**config.mk**
```make
export PLATFORM = sky130hd
export DESIGN_NAME = key_conditioner
export DESIGN_NICKNAME = d
export VERILOG_FILES = /design/src/rtl/key_cond_pkg.sv /design/src/rtl/key_debounce.sv /design/src/rtl/key_conditioner.sv
export SDC_FILE = /design/constraint.sdc
export NUM_CORES = 1
export LEC_CHECK = 0
export CAP_MARGIN = 15
export CORE_MARGIN = 2
export CORE_UTILIZATION = 49
export CTS_CLUSTER_DIAMETER = 100
export CTS_CLUSTER_SIZE = 14
export DETAILED_ROUTE_END_ITERATION = 16
export DONT_BUFFER_PORTS = 1
export GPL_ROUTABILITY_DRIVEN = 0
export PLACE_DENSITY_LB_ADDON = 0.15
export SLEW_MARGIN = 20
export SYNTH_ARGS = -nofsm -noshare
export SYNTH_HDL_FRONTEND = slang
export SYNTH_HIERARCHICAL = 1
export SYNTH_SLANG_ARGS = --single-unit
```
**constraint.sdc**
```tcl
create_clock -name clock -period 2.23 [get_ports clock]
set_input_delay 0.223 -clock clock [delete_from_list [all_inputs] [get_ports clock]]
set_output_delay 0.223 -clock clock [all_outputs]
set_load 0.005 [all_outputs]
```
**src/rtl/key_cond_pkg.sv**
```systemverilog
// Shared types and DE2 board defaults for the pushbutton/switch front end.
package key_cond_pkg;

  // Reset-stretch controller states
  typedef enum logic [1:0] {
    HOLD_PRESS = 2'd0,
    HOLD_COUNT = 2'd1,
    RUN        = 2'd2
  } stretch_state_t;

  // DE2 board defaults
  localparam int unsigned CLOCK_HZ            = 50_000_000;
  localparam int unsigned DEF_NUM_KEYS        = 3;
  localparam int unsigned DEF_DEBOUNCE_CYCLES = 500_000;  // 10 ms at CLOCK_HZ
  localparam int unsigned DEF_RESET_HOLD      = 16;
  localparam int unsigned DEF_STEP_KEY        = 1;
  localparam int unsigned DEF_RST_KEY         = 0;

endpackage

```
**src/rtl/key_debounce.sv**
```systemverilog
// One pushbutton: two-flop synchronizer, debounce counter, clean level and
// one-cycle press/release pulses. Raw input is active-low; outputs active-high.
module key_debounce
  import key_cond_pkg::*;
#(
  parameter int unsigned DEBOUNCE_CYCLES = DEF_DEBOUNCE_CYCLES
) (
  input  logic clock,
  input  logic reset,
  input  logic key_raw,
  output logic key_level,
  output logic key_press,
  output logic key_release
);

  localparam int unsigned CW = $clog2(DEBOUNCE_CYCLES + 1);

  logic          sync1;
  logic          sync2;
  logic          pressed;
  logic [CW-1:0] count;

  // Two-flop synchronizer; resets to the released (high) level
  always_ff @(posedge clock or negedge reset) begin
    if (!reset) begin
      sync1 <= 1'b1;
      sync2 <= 1'b1;
    end else begin
      sync1 <= key_raw;
      sync2 <= sync1;
    end
  end

  assign pressed = ~sync2;

  // Accept a new level only after it has differed for DEBOUNCE_CYCLES samples;
  // any sample matching the current level restarts the count
  always_ff @(posedge clock or negedge reset) begin
    if (!reset) begin
      count       <= '0;
      key_level   <= 1'b0;
      key_press   <= 1'b0;
      key_release <= 1'b0;
    end else begin
      key_press   <= 1'b0;
      key_release <= 1'b0;
      if (pressed == key_level) begin
        count <= '0;
      end else if (count == CW'(DEBOUNCE_CYCLES - 1)) begin
        count       <= '0;
        key_level   <= pressed;
        key_press   <= pressed;
        key_release <= ~pressed;
      end else begin
        count <= count + CW'(1);
      end
    end
  end

endmodule

```
**src/rtl/key_conditioner.sv**
```systemverilog
// DE2 front end: debounced keys, processor clock enable (free-run or
// single-step) and a stretched active-low processor reset.
module key_conditioner
  import key_cond_pkg::*;
#(
  parameter int unsigned NUM_KEYS        = DEF_NUM_KEYS,
  parameter int unsigned DEBOUNCE_CYCLES = DEF_DEBOUNCE_CYCLES,
  parameter int unsigned RESET_HOLD      = DEF_RESET_HOLD,
  parameter int unsigned STEP_KEY        = DEF_STEP_KEY,
  parameter int unsigned RST_KEY         = DEF_RST_KEY
) (
  input  logic                clock,
  input  logic                reset,
  input  logic [NUM_KEYS-1:0] key_raw,
  input  logic                sw_run,
  output logic [NUM_KEYS-1:0] key_level,
  output logic [NUM_KEYS-1:0] key_press,
  output logic [NUM_KEYS-1:0] key_release,
  output logic                proc_en,
  output logic                proc_reset_n
);

  localparam int unsigned HW = $clog2(RESET_HOLD + 1);

  logic           sw_sync1;
  logic           sw_sync2;
  logic           en_reg;
  stretch_state_t state;
  logic [HW-1:0]  hold_count;

  for (genvar i = 0; i < NUM_KEYS; i++) begin : g_key
    key_debounce #(
      .DEBOUNCE_CYCLES(DEBOUNCE_CYCLES)
    ) u_debounce (
      .clock      (clock),
      .reset      (reset),
      .key_raw    (key_raw[i]),
      .key_level  (key_level[i]),
      .key_press  (key_press[i]),
      .key_release(key_release[i])
    );
  end

  // Two-flop synchronizer for the run/step switch
  always_ff @(posedge clock or negedge reset) begin
    if (!reset) begin
      sw_sync1 <= 1'b0;
      sw_sync2 <= 1'b0;
    end else begin
      sw_sync1 <= sw_run;
      sw_sync2 <= sw_sync1;
    end
  end

  // Enable register: continuous in free-run, one pulse per debounced step press
  always_ff @(posedge clock or negedge reset) begin
    if (!reset) begin
      en_reg <= 1'b0;
    end else begin
      en_reg <= sw_sync2 | key_press[STEP_KEY];
    end
  end

  // Masking with the registered reset makes a reset press win over a
  // simultaneous step press and keeps the enable low for the whole hold
  assign proc_en = en_reg & proc_reset_n;

  // Reset-stretch controller; the reset key overrides every state.
  // The cycle in which the released key is first seen counts as the first
  // hold cycle, so the stretch lasts RESET_HOLD cycles after the level falls.
  always_ff @(posedge clock or negedge reset) begin
    if (!reset) begin
      state        <= HOLD_COUNT;
      hold_count   <= HW'(RESET_HOLD);
      proc_reset_n <= 1'b0;
    end else if (key_level[RST_KEY]) begin
      state        <= HOLD_PRESS;
      hold_count   <= HW'(RESET_HOLD);
      proc_reset_n <= 1'b0;
    end else begin
      case (state)
        HOLD_PRESS, HOLD_COUNT: begin
          if (hold_count == HW'(1)) begin
            state        <= RUN;
            proc_reset_n <= 1'b1;
          end else begin
            state        <= HOLD_COUNT;
            hold_count   <= hold_count - HW'(1);
            proc_reset_n <= 1'b0;
          end
        end
        RUN: begin
          proc_reset_n <= 1'b1;
        end
        default: begin
          state        <= HOLD_COUNT;
          hold_count   <= HW'(RESET_HOLD);
          proc_reset_n <= 1'b0;
        end
      endcase
    end
  end

endmodule

```
; ---- Word-level counts from Yosys, hierarchy flattened
; Index checks and enable logic that the tools add are counted.
[totals]
regBits = 83
memories = 0
romBits = 0
ramBits = 0
latchBits = 0
elab_cells = 80
out_inout_bits = 11
[op_classes]
shift = 0
mux = 27
n_lt_le_gt_ge = 0
n_div = 0
mul = 0
bitwise_logic = 8
reduce_logical = 6
add_sub_neg = 4
n_eq_ne = 11
[op_table]
columns = cell, count
row1 = 2-to-1 mux 19 bit, 6
row2 = "adder 19 x 1 -> 19 bit, second input constant", 3
row3 = "equality test 19 bit, second input constant", 3
row4 = 2-to-1 mux 1 bit, 14
row5 = 2-to-1 mux 5 bit, 2
row6 = case mux 5 bit (2 select lines), 1
row7 = AND reduction 2 bit, 4
row8 = NOT 1 bit, 6
row9 = "equality test 5 x 1 -> 1 bit, second input constant", 1
row10 = "subtractor 5 x 1 -> 5 bit, second input constant", 1
row11 = 2-to-1 mux 2 bit, 2
row12 = case mux 2 bit (2 select lines), 1
row13 = equality test 1 bit, 3
row14 = "inequality test 3 x 2 -> 1 bit, second input constant", 1
row15 = "equality test 2 x 1 -> 1 bit, second input constant", 1
row16 = "equality test 2 bit, second input constant", 1
row17 = logical NOT 2 bit, 1
row18 = "inequality test 2 x 1 -> 1 bit, second input constant", 1
row19 = case mux 1 bit (2 select lines), 1
row20 = OR reduction 2 bit, 1
row21 = bitwise AND 1 bit, 1
row22 = bitwise OR 1 bit, 1

; ---- Longest topological paths before layout
[depth]
ltp_word = 4
ltp_mapped = 6
mapped_depth_nobuf = 5

; ---- Modules after synthesis
; Netlist, hierarchy kept.
[modules_own_cells]
columns = module, seq_area_each_um2, instances, cells_per_inst, area_per_inst_um2
row1 = key_debounce (g_key[1].u_debounce ...), 603.1, 2, 114, 1143.6
row2 = key_debounce (g_key[0].u_debounce), 603.1, 1, 109, 1173.6
row3 = key_conditioner, 277.8, 1, 46, 498.0

; ---- Worst setup path before layout
; No wires, ideal clock.
[synth_timing]
kind = reg2reg
from = reg g_key[1].u_debounce.count[2]
to = reg g_key[1].u_debounce.count[17]
synth_period_minus_slack_ns = 1.673
slack_ns = 0.557
setup_ns = 0.079
arrival_time_ns = 1.594
t_required_ns = 2.151
path_stages_with_launch = 6
cell_sequence = dfrtp_1 clkbuf_2 nand4_1 or4_4 or3_1 a21oi_1
[synth_between]
elab_chain_cells = 3
[synth_lines]
columns = item, line
row1 = from (decl), key_debounce.sv:21  ; logic [CW-1:0] count;
row2 = from (signal assigned), key_debounce.sv:55  ; count <= count + CW'(1);
row3 = adder 19 x 1 -> 19 bit or equality test 19 bit (tied branches), "key_debounce.sv:55, key_debounce.sv:49"
row4 = 2-to-1 mux 19 bit *, key_debounce.sv:49  ; end else if (count == CW'(DEBOUNCE_CYCLES - 1)) begin
row5 = 2-to-1 mux 19 bit *, key_debounce.sv:47  ; if (pressed == key_level) begin
; Mark *: on every way between the ends. The rest lies on a longest branch, timed or not.
; A chain may end at the register's enable or synchronous reset.

; ---- Worst setup path in the final report
[layout_timing]
from = reg g_key[1].u_debounce.count[0]
to = reg g_key[1].u_debounce.count[18]
; Same word-level chain as after synthesis.

==> flow_summary.toml <==
[synthesis]
syn-instance-count = 383
synth_top_area_share_pct = 47.4
async_flop_share_pct = 100
yosys_warnings = 6
avgSynthCellArea_um2 = 10.3
dominantRegCellSynth = "sky130_fd_sc_hd__dfrtp_1"
synthDominantAreaCellType = "sky130_fd_sc_hd__dfrtp_1"
synth_area_um2 = 3960
synth.distinct_cells = 47
synth-edff-count = 0
synth_fp_nets = 394
synth_seq_area_share_pct = 52.7
synth.ff_latch_count = 83
synthTopCellsByArea = "sky130_fd_sc_hd__dfrtp_1 47%, sky130_fd_sc_hd__xnor2_1 9.1%, sky130_fd_sc_hd__nor2_1 6.4%, sky130_fd_sc_hd__dfstp_2 5.3%, sky130_fd_sc_hd__nand4_1 2.8%"

[detailed_routing]
wirelength_um = 7230
wl_met3_um = 201
vias = 2809
remaining_drc_errors = 0
detail-route-antenna-nets = 0
maxUsedRoutingLayer = "met4"
detailedRoute.firstPassIterationCount = 4
detailedRoute.firstIterationViolations = 110
routed_via_density = 5.58
m1WireLength_um = 3490
detailroute.wirelength.met2_um = 3450
routed_wire_length_per_instance_um = 14.4

[hold_path]
hold_path_end = "g_key[1].u_debounce/sync2$_DFF_PN1_"
hold_path_depth = 0
timing.hold.worst.class = "reg -> reg"
holdCritStartpoint = "g_key[1].u_debounce/sync1$_DFF_PN1_"

[pwr]
max-vdd-ir-drop_mv = 0.356
seq_power_share_pct = 58.6
p_int_mw = 2.01
fraction_of_power_consumed_by_the_clock_network_pct = 38.0
comb_power_share_pct = 3.4
p_switching_mw = 0.646
power.density_cell_area_nw_per_um2 = 612
static-leakage-power_nw = 1.71
sw_frac_of_total_pct = 24.3

[worst_setup_path]
critPathSlowestCell = "sky130_fd_sc_hd__nor4_1"
cp_cell_sequence = "ha_1 > nand4_2 > nor4_1 > and3_1 > nor3_1"
timing.critical_path.arrival_ns = 2.19
reg2regPathDepth = 5
regToRegEndpoint = "g_key[1].u_debounce/count[18]$_DFF_PN0_"
worst_r2r_startpoint = "g_key[1].u_debounce/count[0]$_DFF_PN0_"
critical_path.endpoint_type = "register"
worst_setup_path_start_kind = "register"
cp.required_ns = 2.47
critical_path.max_fanout = 10
critical-path-max-stage-delay_ns = 0.62
criticalPathCategory = "reg -> reg"
ff2ff_setup_slack_ns = 0.29

[global_route]
wire_length_of_the_first_global_routing_pass_um = 13000
global_route.usage.total_pct = 18.5
first_global_vias = 2788
antenna_found_initial = 0
grt-ovfl-total = 0
grt_max_degree = 84

[clock_tree]
cts_setup_buffers = 0
cts.sink_count = 83
cts-buffers-inserted = 9
cts_tree = "done"
cts_buffer_depth = 2
cts.root.buffer_cell = "sky130_fd_sc_hd__clkbuf_8"
worst_setup_hold_path_clk_slew_ns = 0.09
h_tree_lvls = 3
clk_latency_ns = 0.35

[timing]
clock_skew_ns = 0.0133
timing.final.crit_period_ns = 1.94
unrepaired_setup_endpoints_after_global_routing = "false"
slew_headroom_pct = 60.7
drv_slew = 0
fin_tns_setup_ns = 0
max_fclk_mhz = 514
worst-slew-pin-transition_ns = 0.584
finalHoldWorstSlack_ns = 0.360
timing.final.hold_violations = 0
finalSetupViolCount = 0
final.period_utilization_pct = 87.2

[finish]
num_antenna_cells = 0
layout-drive-gt1-share_pct = 11.7
post-route-cell-area_um2 = 4340
multi_input_area_um2 = 1790
areaGrowthSynthToFinish_pct = 9.51
largest_register = "g_key.u_debounce/count"
layout.area.seq_um2 = 2090
design.final.nets = 407
largest_register_ff_count = 57
fill_cells = 678
largestRegisters = "g_key.u_debounce/count: 57 flops, hold_count: 5 flops"

[place]
detailedPlacementHpwl_um = 4850
number_of_buffers_inserted_by_port_buffering = 0
placed_area_um2 = 4070

[run]
maxCapViolations = 0

[floorplan]
core_um2 = 7770
top_level_ports = 17
fp.dieArea_um2 = 8810
rows = 32
effective_utilization_at_floorplan_pct = 51.0
die_height_um = 93.9
floorplan.die.width_um = 93.9

[outcome]
outcome = "finished clean"
[power by group through the flow]
stage          sequential (mW)  combinational, mW  clock, mW
5_1_grt                   1.56              0.107       1.11
4_1_cts                   1.55             0.0946       1.05
3_3_place_gp              1.58             0.0518          0
2_1_floorplan             1.57             0.0435          0
3_5_place_dp              1.58             0.0509          0
6_report                  1.55             0.0912       1.01
[stage by stage]
| stage | utilization (%) | power (mW) | worst slack (ns) | instances |
|---|---|---|---|---|
| floorplan | - | 1.62 | 0.557 | 383 |
| global placement | 52.4 | 1.63 | 0.420 | 481 |
| detailed placement | 52.4 | 1.63 | 0.310 | 481 |
| CTS | 55.8 | 2.70 | 0.305 | 503 |
| global route | 55.8 | 2.78 | 0.125 | 503 |
| finish | 55.8 | 2.65 | 0.285 | 503 |
[logic make-up (layout without fill, tap and decap cells)]
kind of cell / Yosys count / after routing / synth area share [%]
AO/OA/AOI/OAI: 28 / 28 / 4.27
multiplexers: 2 / 2 / 0.506
XOR/XNOR: 48 / 48 / 10.6
AND/OR/NAND/NOR: 198 / 198 / 28.2
buffers and inverters: 19 / 37 / 2.15
flip-flops: 83 / 83 / 52.7
adder cells (fa/ha/maj): 5 / 5 / 1.58
[area by class of cell]
| cell class | instances | share of cell area, % |
|---|---|---|
| sequential | 83 | 48.1 |
| multi-input combinational | 281 | 41.2 |
| clock buffer | 10 | 3.17 |
| tap | 102 | 2.94 |
| timing repair buffer | 10 | 2.48 |
| clock inverter | 6 | 1.10 |
| inverter | 11 | 0.952 |
[worst max-delay path by stage]
stage	cells past startpoint	to	start
floorplan	5	g_key[1].u_debounce/count[17]$_DFF_PN0_	g_key[1].u_debounce/count[2]$_DFF_PN0_
finish	5	g_key[1].u_debounce/count[18]$_DFF_PN0_	g_key[1].u_debounce/count[0]$_DFF_PN0_
global route	5	g_key[1].u_debounce/count[18]$_DFF_PN0_	g_key[1].u_debounce/count[0]$_DFF_PN0_
CTS	5	g_key[2].u_debounce/count[18]$_DFF_PN0_	g_key[2].u_debounce/count[0]$_DFF_PN0_
global placement	5	g_key[2].u_debounce/count[18]$_DFF_PN0_	g_key[2].u_debounce/count[0]$_DFF_PN0_
detailed placement	5	g_key[1].u_debounce/count[18]$_DFF_PN0_	g_key[1].u_debounce/count[0]$_DFF_PN0_
[placed cells by master, fill, tap and decap left out, drive strengths merged, types with 3 or more instances in the layout]
| cell | count |
|---|---|
| inv | 13 |
| clkbuf | 10 |
| xor2 | 7 |
| and2 | 5 |
| nor4 | 12 |
| clkinv | 3 |
| nand4 | 24 |
| dfstp | 8 |
| nand3 | 22 |
| nor4b | 5 |
| a31oi | 3 |
| or4 | 4 |
| dfrtp | 75 |
| or3 | 5 |
| nor2 | 68 |
| nand2 | 16 |
| nor4bb | 3 |
| a21oi | 6 |
| nor3 | 19 |
| o21ai | 13 |
| ha | 5 |
| buf | 5 |
| dlygate4sd3 | 5 |
| xnor2 | 41 |
| and3 | 7 |
[cells in the mapped netlist (2+ instances only)]
library cell	n
sky130_fd_sc_hd__xor2_1	7
sky130_fd_sc_hd__mux2i_1	2
sky130_fd_sc_hd__a21oi_1	6
sky130_fd_sc_hd__nand4_1	18
sky130_fd_sc_hd__nand2_1	16
sky130_fd_sc_hd__and3_1	7
sky130_fd_sc_hd__xnor2_1	41
sky130_fd_sc_hd__nor2_1	68
sky130_fd_sc_hd__nor4b_1	4
sky130_fd_sc_hd__o221ai_1	2
sky130_fd_sc_hd__a31oi_1	3
sky130_fd_sc_hd__nor4_2	2
sky130_fd_sc_hd__o21ai_1	2
sky130_fd_sc_hd__dfrtp_1	75
sky130_fd_sc_hd__nor4bb_1	3
sky130_fd_sc_hd__nor3_1	18
sky130_fd_sc_hd__or4_4	2
sky130_fd_sc_hd__clkbuf_1	2
sky130_fd_sc_hd__buf_4	3
sky130_fd_sc_hd__nor2b_1	2
sky130_fd_sc_hd__nand4_2	5
sky130_fd_sc_hd__inv_1	11
sky130_fd_sc_hd__o21ai_0	10
sky130_fd_sc_hd__or3_1	5
sky130_fd_sc_hd__or4_1	2
sky130_fd_sc_hd__clkbuf_2	2
sky130_fd_sc_hd__dfstp_2	8
sky130_fd_sc_hd__nand3_1	22
sky130_fd_sc_hd__ha_1	5
sky130_fd_sc_hd__and2_1	5
sky130_fd_sc_hd__nor4_1	9
[routing by layer]
layer,up-vias,track usage [%]
met5,-,0
met4,0,7.49
met3,6,3.37
met2,43,28.5
met1,1381,25.8
li1,1379,-
[timing repair]
| item | CTS | global route |
|---|---|---|
| hold buffers | 6 | 0 |
| setup endpoints to repair | 0 | 0 |
| hold endpoints to repair | 87 | 0 |
| resized for setup | 0 | 0 |
[critical path, delay by kind of cell, from the launching register on]
| kind | cells | cell delay (ns) |
|---|---|---|
| adders and majority gates | 1 | 0.24 |
| and+or+nand+nor | 4 | 1.17 |
| DFF | 1 | 0.43 |
No activity file was read; power rests on OpenSTA's default activity.
